--- config.mk ---
export PLATFORM = sky130hd
export DESIGN_NAME = ctl_magazine
export DESIGN_NICKNAME = d
export VERILOG_FILES = /design/src/rtl/ctl_pkg.sv /design/src/rtl/ctl_magazine_ch.sv /design/src/rtl/ctl_magazine.sv
export SDC_FILE = /design/constraint.sdc
export NUM_CORES = 1
export LEC_CHECK = 0
export ABC_AREA = 1
export BUFFER_PORTS_ARGS = -buffer_cell sky130_fd_sc_hd__buf_4
export CORE_MARGIN = 2
export CORE_UTILIZATION = 30
export CTS_CLUSTER_DIAMETER = 60
export DETAILED_ROUTE_END_ITERATION = 16
export GPL_ROUTABILITY_DRIVEN = 0
export PLACE_DENSITY = 0.45
export RECOVER_POWER = 25
export SYNTH_ARGS = -nofsm -noshare
export SYNTH_HDL_FRONTEND = slang
export SYNTH_HIERARCHICAL = 1
export SYNTH_SLANG_ARGS = --single-unit
--- constraint.sdc ---
create_clock -name clk -period 2.1 [get_ports clk]
set_input_delay 0.315 -clock clk [delete_from_list [all_inputs] [get_ports clk]]
set_output_delay 0.315 -clock clk [all_outputs]
set_load 0.02 [all_outputs]
--- src/rtl/ctl_pkg.sv ---
// Shared types and helpers for the reload/ammunition controller.
// Holds the magazine state encoding and the reload-counter width rule.
package ctl_pkg;

    typedef enum logic [1:0] {
        READY     = 2'd0,
        EMPTY     = 2'd1,
        RELOADING = 2'd2
    } mag_state_t;

    // A reload counter never collapses below one bit, even for RELOAD_CYCLES = 1.
    function automatic int cnt_width(input int cycles);
        int w;
        w = $clog2(cycles);
        return (w < 1) ? 1 : w;
    endfunction

endpackage

--- src/rtl/ctl_magazine_ch.sv ---
// One player channel: request synchroniser, edge detect, link-presence
// tracking and the READY/EMPTY/RELOADING magazine state machine.
module ctl_magazine_ch
    import ctl_pkg::*;
#(
    parameter int AMMO_MAX      = 3,
    parameter int RELOAD_CYCLES = 16,
    parameter int LINK_TIMEOUT  = 64,
    parameter bit ACTIVE_LOW    = 1'b0,
    parameter int AMMO_W        = $clog2(AMMO_MAX + 1)
) (
    input  logic              clk,
    input  logic              rst,
    input  logic              req_raw,
    input  logic              shot,
    output logic [AMMO_W-1:0] ammo,
    output logic              can_fire,
    output logic              reloading,
    output logic              reload_done,
    output logic              connected,
    output mag_state_t        state
);

    localparam int CW = cnt_width(RELOAD_CYCLES);
    localparam int LW = $clog2(LINK_TIMEOUT + 1);
    localparam logic [AMMO_W-1:0] AMMO_FULL   = AMMO_W'(AMMO_MAX);
    localparam logic [CW-1:0]     RELOAD_LOAD = CW'(RELOAD_CYCLES - 1);
    localparam logic [LW-1:0]     LINK_LIMIT  = LW'(LINK_TIMEOUT);

    logic              sync1, sync2, req_last;
    logic              req_n, req_n_ahead, req_acc;
    logic [LW-1:0]     run_cnt, run_cnt_nx;
    logic              connected_nx;
    mag_state_t        state_nx;
    logic [AMMO_W-1:0] ammo_nx, ammo_shot;
    logic [CW-1:0]     rl_cnt, rl_cnt_nx;
    logic              done_nx;

    assign req_n       = sync2 ^ ACTIVE_LOW;
    assign req_n_ahead = sync1 ^ ACTIVE_LOW;
    assign req_acc     = req_n & ~req_last & connected;

    // connected rises on the edge sync2 turns idle, so the set term looks at sync1.
    always_comb begin
        run_cnt_nx = run_cnt;
        if (!req_n) begin
            run_cnt_nx = '0;
        end else if (run_cnt != LINK_LIMIT) begin
            run_cnt_nx = run_cnt + 1'b1;
        end
        connected_nx = connected;
        if (!req_n_ahead) begin
            connected_nx = 1'b1;
        end else if (run_cnt_nx == LINK_LIMIT) begin
            connected_nx = 1'b0;
        end
    end

    always_comb begin
        state_nx  = state;
        ammo_nx   = ammo;
        rl_cnt_nx = rl_cnt;
        done_nx   = 1'b0;
        ammo_shot = ammo;
        unique case (state)
            READY: begin
                // The shot lands first; a simultaneous request then sees the reduced count.
                if (shot && (ammo != '0)) begin
                    ammo_shot = ammo - 1'b1;
                end
                ammo_nx = ammo_shot;
                if (req_acc && (ammo_shot < AMMO_FULL)) begin
                    state_nx  = RELOADING;
                    rl_cnt_nx = RELOAD_LOAD;
                end else if (ammo_shot == '0) begin
                    state_nx = EMPTY;
                end
            end
            EMPTY: begin
                if (req_acc && (ammo < AMMO_FULL)) begin
                    state_nx  = RELOADING;
                    rl_cnt_nx = RELOAD_LOAD;
                end
            end
            RELOADING: begin
                if (rl_cnt == '0) begin
                    ammo_nx  = AMMO_FULL;
                    done_nx  = 1'b1;
                    state_nx = READY;
                end else begin
                    rl_cnt_nx = rl_cnt - 1'b1;
                end
            end
            default: state_nx = READY;
        endcase
    end

    always_ff @(posedge clk) begin
        if (rst) begin
            sync1       <= ACTIVE_LOW;
            sync2       <= ACTIVE_LOW;
            req_last    <= 1'b0;
            run_cnt     <= '0;
            connected   <= 1'b0;
            state       <= READY;
            ammo        <= AMMO_FULL;
            rl_cnt      <= '0;
            can_fire    <= 1'b1;
            reloading   <= 1'b0;
            reload_done <= 1'b0;
        end else begin
            sync1       <= req_raw;
            sync2       <= sync1;
            req_last    <= req_n;
            run_cnt     <= run_cnt_nx;
            connected   <= connected_nx;
            state       <= state_nx;
            ammo        <= ammo_nx;
            rl_cnt      <= rl_cnt_nx;
            can_fire    <= (state_nx == READY);
            reloading   <= (state_nx == RELOADING);
            reload_done <= done_nx;
        end
    end

endmodule

--- src/rtl/ctl_magazine.sv ---
// Per-player reload and ammunition controller: N_CH independent channels,
// with buses sliced per channel; mag_state exposes each channel's FSM state.
module ctl_magazine
    import ctl_pkg::*;
#(
    parameter int              N_CH            = 2,
    parameter int              AMMO_MAX        = 3,
    parameter int              RELOAD_CYCLES   = 16,
    parameter int              LINK_TIMEOUT    = 64,
    parameter logic [N_CH-1:0] ACTIVE_LOW_MASK = 2'b10,
    localparam int             AMMO_W          = $clog2(AMMO_MAX + 1)
) (
    input  logic                   clk,
    input  logic                   rst,
    input  logic [N_CH-1:0]        req_raw,
    input  logic [N_CH-1:0]        shot,
    output logic [N_CH*AMMO_W-1:0] ammo,
    output logic [N_CH-1:0]        can_fire,
    output logic [N_CH-1:0]        reloading,
    output logic [N_CH-1:0]        reload_done,
    output logic [N_CH-1:0]        connected,
    output logic [N_CH*2-1:0]      mag_state
);

    for (genvar i = 0; i < N_CH; i++) begin : g_ch
        mag_state_t ch_state;

        ctl_magazine_ch #(
            .AMMO_MAX      (AMMO_MAX),
            .RELOAD_CYCLES (RELOAD_CYCLES),
            .LINK_TIMEOUT  (LINK_TIMEOUT),
            .ACTIVE_LOW    (ACTIVE_LOW_MASK[i]),
            .AMMO_W        (AMMO_W)
        ) u_ch (
            .clk         (clk),
            .rst         (rst),
            .req_raw     (req_raw[i]),
            .shot        (shot[i]),
            .ammo        (ammo[i*AMMO_W +: AMMO_W]),
            .can_fire    (can_fire[i]),
            .reloading   (reloading[i]),
            .reload_done (reload_done[i]),
            .connected   (connected[i]),
            .state       (ch_state)
        );

        assign mag_state[i*2 +: 2] = ch_state;
    end

endmodule
Yosys cells after proc, flatten, opt, wreduce, memory -nomap -nowiden

Index checks and enable logic that the tools add are counted.

Input bits: 6
Register bits after elaboration: 44
Output and inout port bits: 16
Word-level logic and storage cells: 123

Bitwise operators: 9
Equal/unequal tests: 19
Add/subtract/negate cells: 6
Reduce and logical (&&, ||, !) cells: 27
Multiplexer cells: 36
Order comparisons: 4

Operators with widths:

| kind                  | count |
|---|---|
| $mux W2               | 14 |
| $mux W7               | 4 |
| $mux W4               | 6 |
| $pmux W4 S3           | 2 |
| $add A7 B1 Y7 const B | 2 |
| $eq A7 B7 Y1 const B  | 2 |
| $ne A7 B7 Y1 const B  | 2 |
| $logic_not A2 Y1      | 6 |
| $ne A2 B1 Y1 const B  | 6 |
| $pmux W2 S3           | 2 |
| $reduce_bool A2 Y1    | 5 |
| $eq A2 B2 Y1 const B  | 4 |
| $logic_not A4 Y1      | 2 |
| $lt A2 B2 Y1 const B  | 4 |
| $pmux W2 S2           | 2 |
| $reduce_and A4 Y1     | 2 |
| $sub A4 B1 Y4 const B | 2 |
| $logic_and A1 B1 Y1   | 6 |
| $mux W1               | 6 |
| $ne A2 B2 Y1 const B  | 3 |
| $reduce_bool A3 Y1    | 2 |
| $not A1 Y1            | 5 |
| $and A1 B1 Y1         | 4 |
| $eq A2 B1 Y1 const B  | 2 |
| 3 further kinds       | 6 |

Logic depth before layout (Yosys ltp)

Depth after elaboration: 9
Depth in mapped cells: 13
Depth with buffers taken out: 13

Cells and area by module

Netlist, hierarchy kept.

Modules (own cells, without submodules):

| module                          | cells each | seq. area each (um2) | instances | area an instance (um2) |
|---|---|---|---|---|
| ctl_magazine_ch at g_ch[0].u_ch | 164        | 440.4                | 1         | 1164.9 |
| ctl_magazine_ch at g_ch[1].u_ch | 149        | 440.4                | 1         | 1078.5 |

Worst setup path after synthesis

OpenSTA, ideal clock, no wires.

Path kind: reg2reg
From: reg g_ch[0].u_ch.ammo[0]
To: reg g_ch[0].u_ch.rl_cnt[0]
Slack: 0.398 ns
Data required time: 1.986 ns
Setup time: 0.114 ns
Data arrival time: 1.589 ns
Buffers on the path: 0
Clock period less this slack: 1.702 ns
Stages on the path, launching flop included: 11
Cells stage by stage: dfxtp_1 > inv_1 > ha_1 > inv_1 > nand2_1 > nand2_1 > nand2_1 > o211ai_4 > nand2_4 > o21bai_1 > inv_1

Longest elaborated chain between the ends: 8
Elaborated cells between the ends (all ways): 12
Classes of those cells: add/sub (1); order compare (2); eq/ne (2); mux (2); reduce/logical (5)

Ends and longest elaborated chain:

| item                                                  | line                   | source |
|---|---|---|
| from (decl)                                           | ctl_magazine_ch.sv:16  | `output logic [AMMO_W-1:0] ammo,` |
| from (signal assigned)                                | ctl_magazine_ch.sv:118 | `ammo <= ammo_nx;` |
| branches (longest 7 deep; another with $sub A2 B1 Y2) | --                     |  |
| $reduce_and A4 Y1 (no source line) *                  | --                     |  |
| to (signal assigned)                                  | ctl_magazine_ch.sv:119 | `rl_cnt <= rl_cnt_nx;` |
| to (decl)                                             | ctl_magazine_ch.sv:36  | `logic [CW-1:0] rl_cnt, rl_cnt_nx;` |

Every way passes the cells marked *. The select of a mux whose other input is x is not followed.
A chain may end at the register's enable or synchronous reset.

Worst setup path after layout

From: reg g_ch[0].u_ch.ammo[0]
To: reg g_ch[0].u_ch.rl_cnt[2]

The elaborated chain is that of the path after synthesis.

==> impl_metrics.prom <==
# TYPE chip_impl_metric gauge
chip_impl_metric{name="total_wire_length",unit="um"} 4330
chip_impl_metric{name="vias_per_cell",unit=""} 4.36
chip_impl_metric{name="cts_inserted_buffers",unit=""} 5
chip_impl_metric{name="ys_async_sr_fraction",unit=""} 0
chip_impl_metric{name="fmaxAchievable",unit="GHz"} 0.589
chip_impl_metric{name="postSynthRegisterBits",unit=""} 44
chip_impl_metric{name="cts.htree.levels",unit=""} 2
chip_impl_info{name="worstPathCellList",value="inv_1 > ha_1 > inv_1 > nand2_1 > nand2_1 > nand2_1 > o211ai_4 > nand2_4 > nand2_1 > a21oi_2"} 1
chip_impl_metric{name="final_area",unit="sq um"} 2560
chip_impl_metric{name="drv.max_cap_violation_count",unit=""} 0
chip_impl_metric{name="route.antenna.remaining_nets",unit=""} 0
chip_impl_metric{name="summed_instance_area_of_the_synthesized_netlist",unit="sq um"} 2240
chip_impl_metric{name="clock_latency",unit="ps"} 290
chip_impl_metric{name="syn2layout_area_growth",unit="%"} 14.1
chip_impl_metric{name="vias",unit=""} 1897
chip_impl_metric{name="post-cts-setup-buffers",unit=""} 0
chip_impl_info{name="synth.area.top_cells",value="sky130_fd_sc_hd__dfxtp_1 (39%), sky130_fd_sc_hd__nand2_1 (10%), sky130_fd_sc_hd__inv_1 (9.0%)"} 1
chip_impl_metric{name="routedWlPerCell",unit="um"} 9.95
chip_impl_info{name="cpMaxStageDelayCell",value="sky130_fd_sc_hd__dfxtp_1"} 1
chip_impl_metric{name="tns",unit="ps"} 0
chip_impl_metric{name="final_net_count",unit=""} 352
chip_impl_metric{name="dpl-instance-area",unit="sq um"} 2500
chip_impl_info{name="synth_area_leader_cell",value="sky130_fd_sc_hd__dfxtp_1"} 1
chip_impl_metric{name="yosys_warnings",unit=""} 6
chip_impl_metric{name="first_pass_grt_wire_length",unit="um"} 7500
chip_impl_info{name="timing.critical_path.to_type",value="register"} 1
chip_impl_metric{name="drv_slew",unit=""} 0
chip_impl_info{name="synth_most_common_cell",value="sky130_fd_sc_hd__nand2_1"} 1
chip_impl_info{name="critical_path.startpoint",value="g_ch[0].u_ch/ammo[0]"} 1
chip_impl_metric{name="grt_max_degree",unit=""} 38
chip_impl_info{name="grt_setup_unrepaired",value="false"} 1
chip_impl_metric{name="grt_antenna_before_repair",unit=""} 0
chip_impl_metric{name="layout-drive-gt1-share",unit=""} 0.131
chip_impl_metric{name="cts_hold_repair.buffers",unit=""} 0
chip_impl_metric{name="firstDrtPassIters",unit=""} 4
chip_impl_metric{name="peak_vdd_ir",unit="mV"} 0.598
chip_impl_metric{name="timing_hold_violations_final",unit=""} 0
chip_impl_metric{name="number_of_global_route_vias_before_repair",unit=""} 1713
chip_impl_metric{name="pre_cts_worst_setup_slack",unit="ps"} 409
chip_impl_metric{name="worst-r2r-setup-slack",unit="ps"} 400
chip_impl_info{name="timing.hold.worst.start",value="req_raw[1]"} 1
chip_impl_metric{name="timing.final.ws_setup",unit="ps"} 401
chip_impl_metric{name="grt_use_total",unit=""} 0.110
chip_impl_metric{name="report.final.setup_viol",unit=""} 0
chip_impl_info{name="timing.critical_path.from_type",value="register"} 1
chip_impl_metric{name="timing.max_slew.rel_slack",unit=""} 0.461
chip_impl_metric{name="postSynthCellCount",unit=""} 313
chip_impl_metric{name="hpwlAfterDp",unit="um"} 3150
chip_impl_metric{name="power.density_cell_area",unit="nW/um^2"} 862
chip_impl_metric{name="synthesis.nets",unit=""} 329
chip_impl_metric{name="floorplan_core_area",unit="sq um"} 7250
chip_impl_info{name="critPathMostFrequentCell",value="sky130_fd_sc_hd__nand2_1"} 1
chip_impl_info{name="worstReg2RegStart",value="g_ch[0].u_ch/ammo[0]"} 1
chip_impl_info{name="worstSetupPathType",value="register to register"} 1
chip_impl_metric{name="min_delay_path_depth",unit=""} 2
chip_impl_metric{name="fillCellCount",unit=""} 800
chip_impl_metric{name="reg2reg_depth",unit=""} 10
chip_impl_info{name="worst_hold_path_type",value="input port to register"} 1
chip_impl_metric{name="drt_iter0_markers",unit=""} 42
chip_impl_metric{name="postCtsResizedCells",unit=""} 0
chip_impl_metric{name="die_width",unit="um"} 90.5
chip_impl_metric{name="static-leakage-power",unit="nW"} 1.18
chip_impl_metric{name="clk_pin_slew_worst_paths",unit="ps"} 80
chip_impl_metric{name="initial_utilization",unit=""} 0.309
chip_impl_metric{name="die_area",unit="sq um"} 8190
chip_impl_metric{name="post_synth_num_cell_types",unit=""} 32
chip_impl_metric{name="min_period_over_period",unit=""} 0.809
chip_impl_metric{name="die_y",unit="um"} 90.5
chip_impl_info{name="clockRootBuffer",value="sky130_fd_sc_hd__clkbuf_8"} 1
chip_impl_metric{name="dpl.cell_count",unit=""} 428
chip_impl_metric{name="drt_drc_violations_left",unit=""} 0
chip_impl_metric{name="fin_worst_hold_slack",unit="ps"} 206
chip_impl_metric{name="yosysSeqAreaShare",unit=""} 0.393
chip_impl_metric{name="slowest_stage_delay_on_critical_path",unit="ps"} 420
chip_impl_metric{name="overflow",unit=""} 0
chip_impl_metric{name="place.port_buffers",unit=""} 21
chip_impl_metric{name="worstPathMaxFanout",unit=""} 6
chip_impl_info{name="synth.cells.most_frequent",value="sky130_fd_sc_hd__nand2_1 (62), sky130_fd_sc_hd__inv_1 (54), sky130_fd_sc_hd__dfxtp_1 (44), sky130_fd_sc_hd__nor2_1 (38), sky130_fd_sc_hd__nand3_1 (26)"} 1
chip_impl_metric{name="io_pins",unit=""} 22
chip_impl_metric{name="num_antenna_cells",unit=""} 0
chip_impl_info{name="tritoncts",value="built"} 1
chip_impl_info{name="status",value="complete, no violations"} 1
chip_impl_metric{name="std_cell_rows",unit=""} 31
chip_impl_metric{name="postSynthAreaPerCell",unit="sq um"} 7.17
chip_impl_info{name="min_to",value="g_ch[1].u_ch/sync1"} 1
chip_impl_metric{name="minimum_clock_period_after_layout",unit="ps"} 1700
chip_impl_metric{name="clock_skew",unit="ps"} 4.78
chip_impl_metric{name="layout.cells.non_filler",unit=""} 435
chip_impl_metric{name="timing.critical_path.required",unit="ps"} 2250
chip_impl_info{name="dominantRegCellSynth",value="sky130_fd_sc_hd__dfxtp_1"} 1
chip_impl_metric{name="clock_path_buffers",unit=""} 2
chip_impl_metric{name="worst-slew-pin-transition",unit="ps"} 809
chip_impl_info{name="critical_path.reg2reg.endpoint",value="g_ch[0].u_ch/rl_cnt[2]"} 1
chip_impl_metric{name="critPathArrivalTime",unit="ps"} 1850
chip_impl_metric{name="synth.top_cell.area_share",unit=""} 0.393
chip_impl_metric{name="synth-edff-count",unit=""} 0
chip_impl_metric{name="clkSinkCount",unit=""} 44
-- power breakdown --
group	total [mW]	internal (mW)	switching, mW
clock network	0.506	0.226	0.281
logic	0.687	0.250	0.437
registers	1.01	0.928	0.0845
-- stage by stage --
stage | total power [mW] | util
5_1_grt | 2.39 | 0.353
2_1_floorplan | 1.52 | -
6_report | 2.21 | 0.353
3_3_place_gp | 1.76 | 0.345
4_1_cts | 2.27 | 0.356
3_5_place_dp | 1.74 | 0.345
-- state kept, by name (all words and copies together) (netlist names) --
| register | count |
|---|---|
| g_ch.u_ch/ammo | 4 |
| g_ch.u_ch/can_fire | 2 |
| g_ch.u_ch/connected | 2 |
| g_ch.u_ch/reload_done | 2 |
| g_ch.u_ch/reloading | 2 |
| g_ch.u_ch/req_last | 2 |
| g_ch.u_ch/req_n | 1 |
| g_ch.u_ch/req_n_ahead | 1 |
| g_ch.u_ch/rl_cnt | 8 |
| g_ch.u_ch/run_cnt | 14 |
| g_ch.u_ch/state | 4 |
| g_ch.u_ch/sync1 | 1 |
| g_ch.u_ch/sync2 | 1 |
-- cell families (layout without fill, tap and decap cells) --
kind of cell               Yosys count  after routing  share of synthesized area
DFF                                 44             44                      0.393
AOI/OAI and AO/OA                   34             34                     0.0987
adders and majority gates           10             10                     0.0558
and+or+nand+nor                    158            158                      0.322
xor gates and xnor gates             6              6                     0.0268
buffers and inverters               61             84                      0.104
-- worst max-delay path, delay by kind of cell (launching register included) --
kind | cells | cell delay, ps
and+or+nand+nor | 5 | 460
DFF | 1 | 420
adders and majority gates | 1 | 190
AOI/OAI and AO/OA | 2 | 360
buffers and inverters | 2 | 140
-- placed cells by master (no fill, tap or decap), types with 2 or more instances in the layout --
cell type,Yosys,routed
sky130_fd_sc_hd__nor3_1,6,6
sky130_fd_sc_hd__dfxtp_1,44,44
sky130_fd_sc_hd__inv_1,54,54
sky130_fd_sc_hd__ha_1,10,10
sky130_fd_sc_hd__nand3_2,4,4
sky130_fd_sc_hd__o21ai_0,9,9
sky130_fd_sc_hd__nor2_1,38,38
sky130_fd_sc_hd__o21ai_1,3,3
sky130_fd_sc_hd__a21oi_1,11,11
sky130_fd_sc_hd__or2_2,2,2
sky130_fd_sc_hd__nand2_1,62,62
sky130_fd_sc_hd__nor2_2,4,4
sky130_fd_sc_hd__o21bai_1,2,2
sky130_fd_sc_hd__clkbuf_1,4,6
sky130_fd_sc_hd__buf_4,1,14
sky130_fd_sc_hd__a21oi_2,2,2
sky130_fd_sc_hd__nand3_1,26,26
sky130_fd_sc_hd__nand4_1,9,9
sky130_fd_sc_hd__nand2_2,3,3
sky130_fd_sc_hd__inv_2,2,2
sky130_fd_sc_hd__o31ai_1,2,2
sky130_fd_sc_hd__o2111ai_1,2,2
sky130_fd_sc_hd__xor2_1,4,4
sky130_fd_sc_hd__clkbuf_8,0,5
-- layer usage --
layer  wire length, um  up-vias  track usage
li1                  -     1041            -
met1              2220      829        0.146
met3               154        2       0.0292
met2              1920       25        0.173
met5                 0        -            0
met4                32        0       0.0372
-- how the worst max path moves through the flow --
stage / cells past startpoint / to
after detailed placement: 10 / g_ch[0].u_ch/rl_cnt[0]
after floorplan: 10 / g_ch[0].u_ch/rl_cnt[0]
after global routing: 9 / g_ch[0].u_ch/can_fire
after global placement: 10 / g_ch[0].u_ch/rl_cnt[0]
final: 10 / g_ch[0].u_ch/rl_cnt[2]
after CTS: 10 / g_ch[0].u_ch/rl_cnt[0]
-- cell type report --
cell class,instances,area (sq um),area share
inverters,56,210,0.0822
repair buffers,21,133,0.0518
multi-input cells,208,1130,0.442
clock inverters,2,12.5,0.00489
flip-flops and latches,44,881,0.344
well taps,99,124,0.0484
clock buffers,5,68.8,0.0269
(Power assumes the default switching activity.)
